[src/rtl/controller_sequencer_pkg.sv]
// rtl/controller_sequencer_pkg.sv - shared opcodes, T-state codes and control-word bit indices
package controller_sequencer_pkg;

  localparam logic [3:0] OP_LDA = 4'b0000;
  localparam logic [3:0] OP_ADD = 4'b0001;
  localparam logic [3:0] OP_SUB = 4'b0010;
  localparam logic [3:0] OP_OUT = 4'b1110;
  localparam logic [3:0] OP_HLT = 4'b1111;

  localparam logic [5:0] T1 = 6'b000001;
  localparam logic [5:0] T2 = 6'b000010;
  localparam logic [5:0] T3 = 6'b000100;
  localparam logic [5:0] T4 = 6'b001000;
  localparam logic [5:0] T5 = 6'b010000;
  localparam logic [5:0] T6 = 6'b100000;

  localparam int CW_WIDTH = 12;
  localparam int CW_CP = 11;
  localparam int CW_EP = 10;
  localparam int CW_LM = 9;
  localparam int CW_CE = 8;
  localparam int CW_LI = 7;
  localparam int CW_EI = 6;
  localparam int CW_LA = 5;
  localparam int CW_EA = 4;
  localparam int CW_SU = 3;
  localparam int CW_EU = 2;
  localparam int CW_LB = 1;
  localparam int CW_LO = 0;

endpackage

[src/rtl/controller_sequencer_ring_counter.sv]
// rtl/controller_sequencer_ring_counter.sv - 6-bit one-hot ring with enable, async active-low reset
module ring_counter
  import controller_sequencer_pkg::*;
(
  input  logic       clk,
  input  logic       rst_n,
  input  logic       en,
  output logic [5:0] ring
);

  always_ff @(posedge clk or negedge rst_n) begin
    if (!rst_n) begin
      ring <= T1;
    end else if (en) begin
      ring <= {ring[4:0], ring[5]};
    end
  end

endmodule

[src/rtl/controller_sequencer.sv]
// rtl/controller_sequencer.sv - T-state sequencer and control-word decode for a SAP-1 style CPU
module controller_sequencer
  import controller_sequencer_pkg::*;
#(
  parameter int OPCODE_WIDTH = 4
) (
  input  logic                    i_clk,
  input  logic                    i_rst_n,
  input  logic [OPCODE_WIDTH-1:0] i_opcode,
  output logic [5:0]              o_tstate,
  output logic                    o_cp,
  output logic                    o_ep,
  output logic                    o_lm,
  output logic                    o_ce,
  output logic                    o_li,
  output logic                    o_ei,
  output logic                    o_la,
  output logic                    o_ea,
  output logic                    o_su,
  output logic                    o_eu,
  output logic                    o_lb,
  output logic                    o_lo,
  output logic                    o_hlt
);

  logic [CW_WIDTH-1:0] cw;
  logic                is_lda, is_add, is_sub, is_out, is_hlt;

  assign is_lda = (i_opcode == OPCODE_WIDTH'(OP_LDA));
  assign is_add = (i_opcode == OPCODE_WIDTH'(OP_ADD));
  assign is_sub = (i_opcode == OPCODE_WIDTH'(OP_SUB));
  assign is_out = (i_opcode == OPCODE_WIDTH'(OP_OUT));
  assign is_hlt = (i_opcode == OPCODE_WIDTH'(OP_HLT));

  ring_counter u_ring (
    .clk   (i_clk),
    .rst_n (i_rst_n),
    .en    (!o_hlt),
    .ring  (o_tstate)
  );

  // Halt is latched on the T4 edge; the ring advances on that same edge and then freezes at T5.
  always_ff @(posedge i_clk or negedge i_rst_n) begin
    if (!i_rst_n) begin
      o_hlt <= 1'b0;
    end else if (o_tstate == T4 && is_hlt) begin
      o_hlt <= 1'b1;
    end
  end

  always_comb begin
    cw = '0;
    case (o_tstate)
      T1: begin
        cw[CW_EP] = 1'b1;
        cw[CW_LM] = 1'b1;
      end
      T2: cw[CW_CP] = 1'b1;
      T3: begin
        cw[CW_CE] = 1'b1;
        cw[CW_LI] = 1'b1;
      end
      T4: begin
        if (is_lda || is_add || is_sub) begin
          cw[CW_EI] = 1'b1;
          cw[CW_LM] = 1'b1;
        end else if (is_out) begin
          cw[CW_EA] = 1'b1;
          cw[CW_LO] = 1'b1;
        end
      end
      T5: begin
        if (is_lda) begin
          cw[CW_CE] = 1'b1;
          cw[CW_LA] = 1'b1;
        end else if (is_add || is_sub) begin
          cw[CW_CE] = 1'b1;
          cw[CW_LB] = 1'b1;
        end
      end
      T6: begin
        if (is_add || is_sub) begin
          cw[CW_EU] = 1'b1;
          cw[CW_LA] = 1'b1;
          cw[CW_SU] = is_sub;
        end
      end
      default: cw = '0;
    endcase
    if (o_hlt) begin
      cw = '0;
    end
  end

  assign o_cp = cw[CW_CP];
  assign o_ep = cw[CW_EP];
  assign o_lm = cw[CW_LM];
  assign o_ce = cw[CW_CE];
  assign o_li = cw[CW_LI];
  assign o_ei = cw[CW_EI];
  assign o_la = cw[CW_LA];
  assign o_ea = cw[CW_EA];
  assign o_su = cw[CW_SU];
  assign o_eu = cw[CW_EU];
  assign o_lb = cw[CW_LB];
  assign o_lo = cw[CW_LO];

endmodule

[config.mk]
export PLATFORM = sky130hd
export DESIGN_NAME = controller_sequencer
export DESIGN_NICKNAME = d
export VERILOG_FILES = /design/src/rtl/controller_sequencer_pkg.sv /design/src/rtl/controller_sequencer_ring_counter.sv /design/src/rtl/controller_sequencer.sv
export SDC_FILE = /design/constraint.sdc
export NUM_CORES = 1
export LEC_CHECK = 0
export CAP_MARGIN = 25
export CORE_ASPECT_RATIO = 0.7
export CORE_UTILIZATION = 25
export DETAILED_ROUTE_END_ITERATION = 6
export PLACE_DENSITY_LB_ADDON = 0.2
export SLEW_MARGIN = 20
export SYNTH_ARGS = -nofsm -noshare
export SYNTH_HDL_FRONTEND = slang
export SYNTH_SLANG_ARGS = --single-unit
[constraint.sdc]
create_clock -name i_clk -period 3.05 [get_ports i_clk]
set_input_delay 0.915 -clock i_clk [delete_from_list [all_inputs] [get_ports i_clk]]
set_output_delay 0.915 -clock i_clk [all_outputs]
set_load 0.02 [all_outputs]
==> results by stage <==
Critical path:
- The reg-to-reg setup timing slack is about 2000 ps.
- The number of cells on the worst reg-to-reg path is 2.
- STA puts the critical path data required time at 2130 ps.
- The endpoint of the worst register-to-register path is u_ring.ring[2]$_DFFE_PN0N_.
- The worst register-to-register path begins at o_hlt$_DFFE_PN0P_.
- The maximum fanout along the worst path is 5.
- STA classifies the critical path startpoint as a primary input.
- The critical path crosses 5 cells after its start point.
- Together, buffers and inverters on the worst path number 2.
- The critical path class is primary input to primary output.
- The cell with the largest stage delay on the worst path is sky130_fd_sc_hd__a211o_1.
- STA classifies the critical path endpoint as a primary output.
- The critical path goes through dlygate4sd2_1, a211o_1, o21ai_1, nor3b_2, buf_4.
- For the worst setup path, the data arrival time is 2010 ps.
- The cell type group with the largest total delay on the critical path is compound AO/OA/AOI/OAI gates.
- The largest single stage delay on the critical path is 340 ps.

Die:
- The region available for standard cell placement spans around 1700 µm².
- The die is 54.74 µm wide.
- Measured along the y axis, the die boundary spans 38.92 µm.
- The initial utilization of the core area, before any placement, comes to 0.2869.
- The count of standard-cell rows is 12.
- The die area is approximately 2100 µm².
- For this design the top-level I/O count stands at 25.

STA:
- The normalized max-slew margin is 0.7916.
- The final critical-path setup slack is 120.7 ps.
- The final period utilization is 0.9604.
- The number of failing setup endpoints in the final timing report is 0.
- Setup repair after global routing left no endpoint under its margin.
- The clock skew is ~1.0 ps.
- The slew at the pin with the worst max-slew slack is 311.6 ps.
- The peak clock frequency supported by timing is 341.4 MHz.
- The count of endpoints failing hold in the final timing report came to 0.
- The number of pins exceeding their max-slew limit in the final report came to 0.
- The clock period minus final worst setup slack is between 2000 and 3000 ps.

Clock network:
- The clock latency at the later pin of the worst-skew pair is 250 ps.
- The number of sinks driven by the clock tree is 7.
- The H-tree depth reported by CTS is 1.
- Counting the buffers created by CTS gives 3.
- The cell chosen for the clock root is sky130_fd_sc_hd__clkbuf_4.
- After clock tree synthesis, the clock-pin slew on the worst setup and hold paths is 50 ps.
- The number of hold-repair buffers added at the cts stage is 0.
- The maximum clock insertion buffer count is 2.
- The TritonCTS clock tree is built.

Placed design:
- Including well taps, the total number of placed cells is 99.
- The worst slack at placement is -507.5 ps.
- Routability-driven placement finished with a final weighted congestion of 0.7355.
- The HPWL after detailed placement is 1039 µm.
- The number of buffers inserted by port buffering is 24.

GRT:
- For this run, global-route usage on met1 was measured as 0.2227.
- The initial antenna violation count was 0.
- The met2 usage is 0.2108.
- In the global route stage, met3 resource usage came out at 0.05882.
- The global routing usage summed across all routing layers is 0.1528.
- The number of global-route vias before repair is 462.
- The first global-routing pass estimated between 2000 and 2500 µm of wire.
- The largest net degree at the start of global routing is 10.
- met1 is the most crowded layer.
- Global routing finished with a remaining overflow of 0.

Layout:
- The antenna cell count is 0.
- The synthesis-to-finish area growth is 56.81%.
- For this run, the post-layout net count is 90.
- The library cells used most frequently in the layout, excluding fill and tap cells, are 11 x sky130_fd_sc_hd__clkdlybuf4s50_1, 7 x sky130_fd_sc_hd__nand2_1, 7 x sky130_fd_sc_hd__buf_2, 6 x sky130_fd_sc_hd__dfrtp_1, 6 x sky130_fd_sc_hd__buf_4.
- Leaving out fill and tap cells, the most frequent cell in the layout is sky130_fd_sc_hd__clkdlybuf4s50_1.
- The finished layout holds about 100 standard cells, fillers aside.
- Once layout is complete, the utilization of the core stands at 0.4499.
- The fraction of final layout cells with drive strength greater than 1 is 0.3494.

Power and ir drop:
- The sequential cell fraction of total power is 0.475.
- The clock network power share is 0.424.
- The internal power consumption is 0.1525 mW.
- The total net switching power is 0.04351 mW.
- The net switching fraction of the power is 0.2220.
- Power spread over the standard cell area amounts to 256.8 nW/µm².
- For this design the static power due to leakage is 0.3444 nW.
- The part of the total power dissipated in combinational logic is 0.101.
- Across the VDD grid, the largest voltage drop is 0.2691 mV.

Synth:
- The synthesized netlist occupies a cell area of ~500 µm².
- The synthesized netlist contains 26 unique library cells.
- Counting every net in the synthesized netlist gives 59.
- Averaged over all synthesized cells, the footprint is 9.183 µm².
- After synthesis the netlist holds a flip-flop and latch count of 7.
- The synthesized design spends more area on one cell type than any other, namely sky130_fd_sc_hd__dfrtp_1.
- For this run, the number of Yosys warnings is 0.
- The proportion of netlist area held by the largest area contributor is 0.3085.
- In the post-synthesis netlist, the biggest area contributors are sky130_fd_sc_hd__dfrtp_1 31%, sky130_fd_sc_hd__mux2_2 9.3%, sky130_fd_sc_hd__dfstp_2 5.4%.
- Of the synthesized area, sequential elements account for 0.3625.
- Synthesis produced 53 cells.

Detailed routing:
- The detail-routed via count per cell is 5.000.
- In the routed design, unresolved DRC markers number 0.
- After detailed routing, the average wire length per cell comes to 12.89 µm.
- The number of nets still failing antenna checks after routing is 0.
- The final layout contains routed wiring with a total length of 1341 µm.
- The number of design-rule violations left by the first detailed-router iteration is 9.
- The final route contains 520 vias.
- The count of TritonRoute iterations in the first routing pass is 5.

Run:
- Across the run, the number of max-cap violations was 0.

Hold path:
- The count of cells along the worst hold path is 1.
- The type of the most critical hold path is register to register.
- The start point of the worst min-delay path is o_hlt$_DFFE_PN0P_.
- The worst hold endpoint is o_hlt$_DFFE_PN0P_.

Status:
- The flow ran to the end, and the final reports show no timing, DRC or antenna violations.
==> routing by layer <==
layer	share of wire	routed length, µm
met3	0.080	107
met5	0	0
met2	0.44	596
met1	0.48	637
met4	0	0
==> Yosys cell counts <==
| master | number |
|---|---|
| sky130_fd_sc_hd__nand2_1 | 7 |
| sky130_fd_sc_hd__dfrtp_1 | 6 |
| sky130_fd_sc_hd__nor2_1 | 5 |
| sky130_fd_sc_hd__nor3_1 | 5 |
| sky130_fd_sc_hd__mux2_2 | 4 |
| sky130_fd_sc_hd__nand2b_1 | 3 |
| sky130_fd_sc_hd__inv_1 | 2 |
| sky130_fd_sc_hd__nor4b_1 | 2 |
| sky130_fd_sc_hd__o21ai_0 | 2 |
| sky130_fd_sc_hd__a211o_1 | 1 |
| sky130_fd_sc_hd__a31oi_1 | 1 |
| sky130_fd_sc_hd__a41o_2 | 1 |
| sky130_fd_sc_hd__buf_2 | 1 |
| sky130_fd_sc_hd__buf_4 | 1 |
| sky130_fd_sc_hd__buf_6 | 1 |
| sky130_fd_sc_hd__dfstp_2 | 1 |
| sky130_fd_sc_hd__nand3_1 | 1 |
| sky130_fd_sc_hd__nand4_1 | 1 |
| sky130_fd_sc_hd__nand4b_2 | 1 |
| sky130_fd_sc_hd__nor2_2 | 1 |
| sky130_fd_sc_hd__nor3_4 | 1 |
| sky130_fd_sc_hd__nor3b_1 | 1 |
| sky130_fd_sc_hd__nor3b_2 | 1 |
| sky130_fd_sc_hd__o21ai_1 | 1 |
| sky130_fd_sc_hd__o32ai_1 | 1 |
| sky130_fd_sc_hd__xor2_1 | 1 |
==> metrics by stage <==
stage	instance area (µm²)	setup TNS, ps	hold WS, ps	total power [mW]
6_report	763.2	0	617.0	0.1960
2_1_floorplan	486.7	0	612.0	0.09967
4_1_cts	763.2	0	613.9	0.1980
3_3_place_gp	759.5	-3908	597.5	0.1130
3_5_place_dp	759.5	-3990	603.3	0.1134
5_1_grt	763.2	0	650.3	0.2089
==> power by group through the flow <==
stage / combinational, mW / sequential, mW / clock, mW
final: 0.0197 / 0.0931 / 0.0832
after global routing: 0.0217 / 0.0929 / 0.0942
after CTS: 0.0193 / 0.0931 / 0.0856
after detailed placement: 0.0188 / 0.0946 / 0
after global placement: 0.0184 / 0.0946 / 0
after floorplan: 0.00506 / 0.0946 / 0
==> cells by family (layout without fill, tap and decap cells) <==
kind of cell | after synthesis | in the layout | synth area share
AO/OA/AOI/OAI | 7 | 7 | 0.1028
XOR/XNOR | 1 | 1 | 0.01800
buffers and inverters | 5 | 35 | 0.06427
flip-flops | 7 | 7 | 0.3625
multiplexers | 4 | 4 | 0.09254
AND/OR/NAND/NOR | 29 | 29 | 0.3599
==> area by class of cell <==
type	count	area, µm²
Sequential cell	7	176.4
Inverter	2	7.507
Clock buffer	4	26.28
Fill cell	174	933.4
Multi-Input combinational cell	41	290.3
Timing Repair Buffer	29	236.5
Tap cell	21	26.28
==> worst max-delay path by stage <==
stage / from / end
2_1_floorplan: i_opcode[0] / o_lo
3_3_place_gp: i_opcode[3] / o_su
3_5_place_dp: i_opcode[0] / o_lb
4_1_cts: i_opcode[0] / o_ce
5_1_grt: u_ring.ring[2]$_DFFE_PN0N_ / o_cp
6_report: i_opcode[0] / o_ce
==> worst register-to-register path, stage by stage (launching register included) <==
cell                      delay [ps]
sky130_fd_sc_hd__dfrtp_1         450
sky130_fd_sc_hd__buf_4           180
sky130_fd_sc_hd__mux2_2          320
==> state kept, by name, summed over array words and instances (netlist names) <==
| signal | count |
|---|---|
| o_hlt | 1 |
| u_ring.ring | 6 |
==> what timing repair did <==
| action | CTS | global route |
|---|---|---|
| endpoints found under the setup margin | 9 | 0 |
| gates resized for setup | 47 | 0 |
| buffers inserted | 1 | 0 |
No activity file was read; power rests on OpenSTA's default activity.
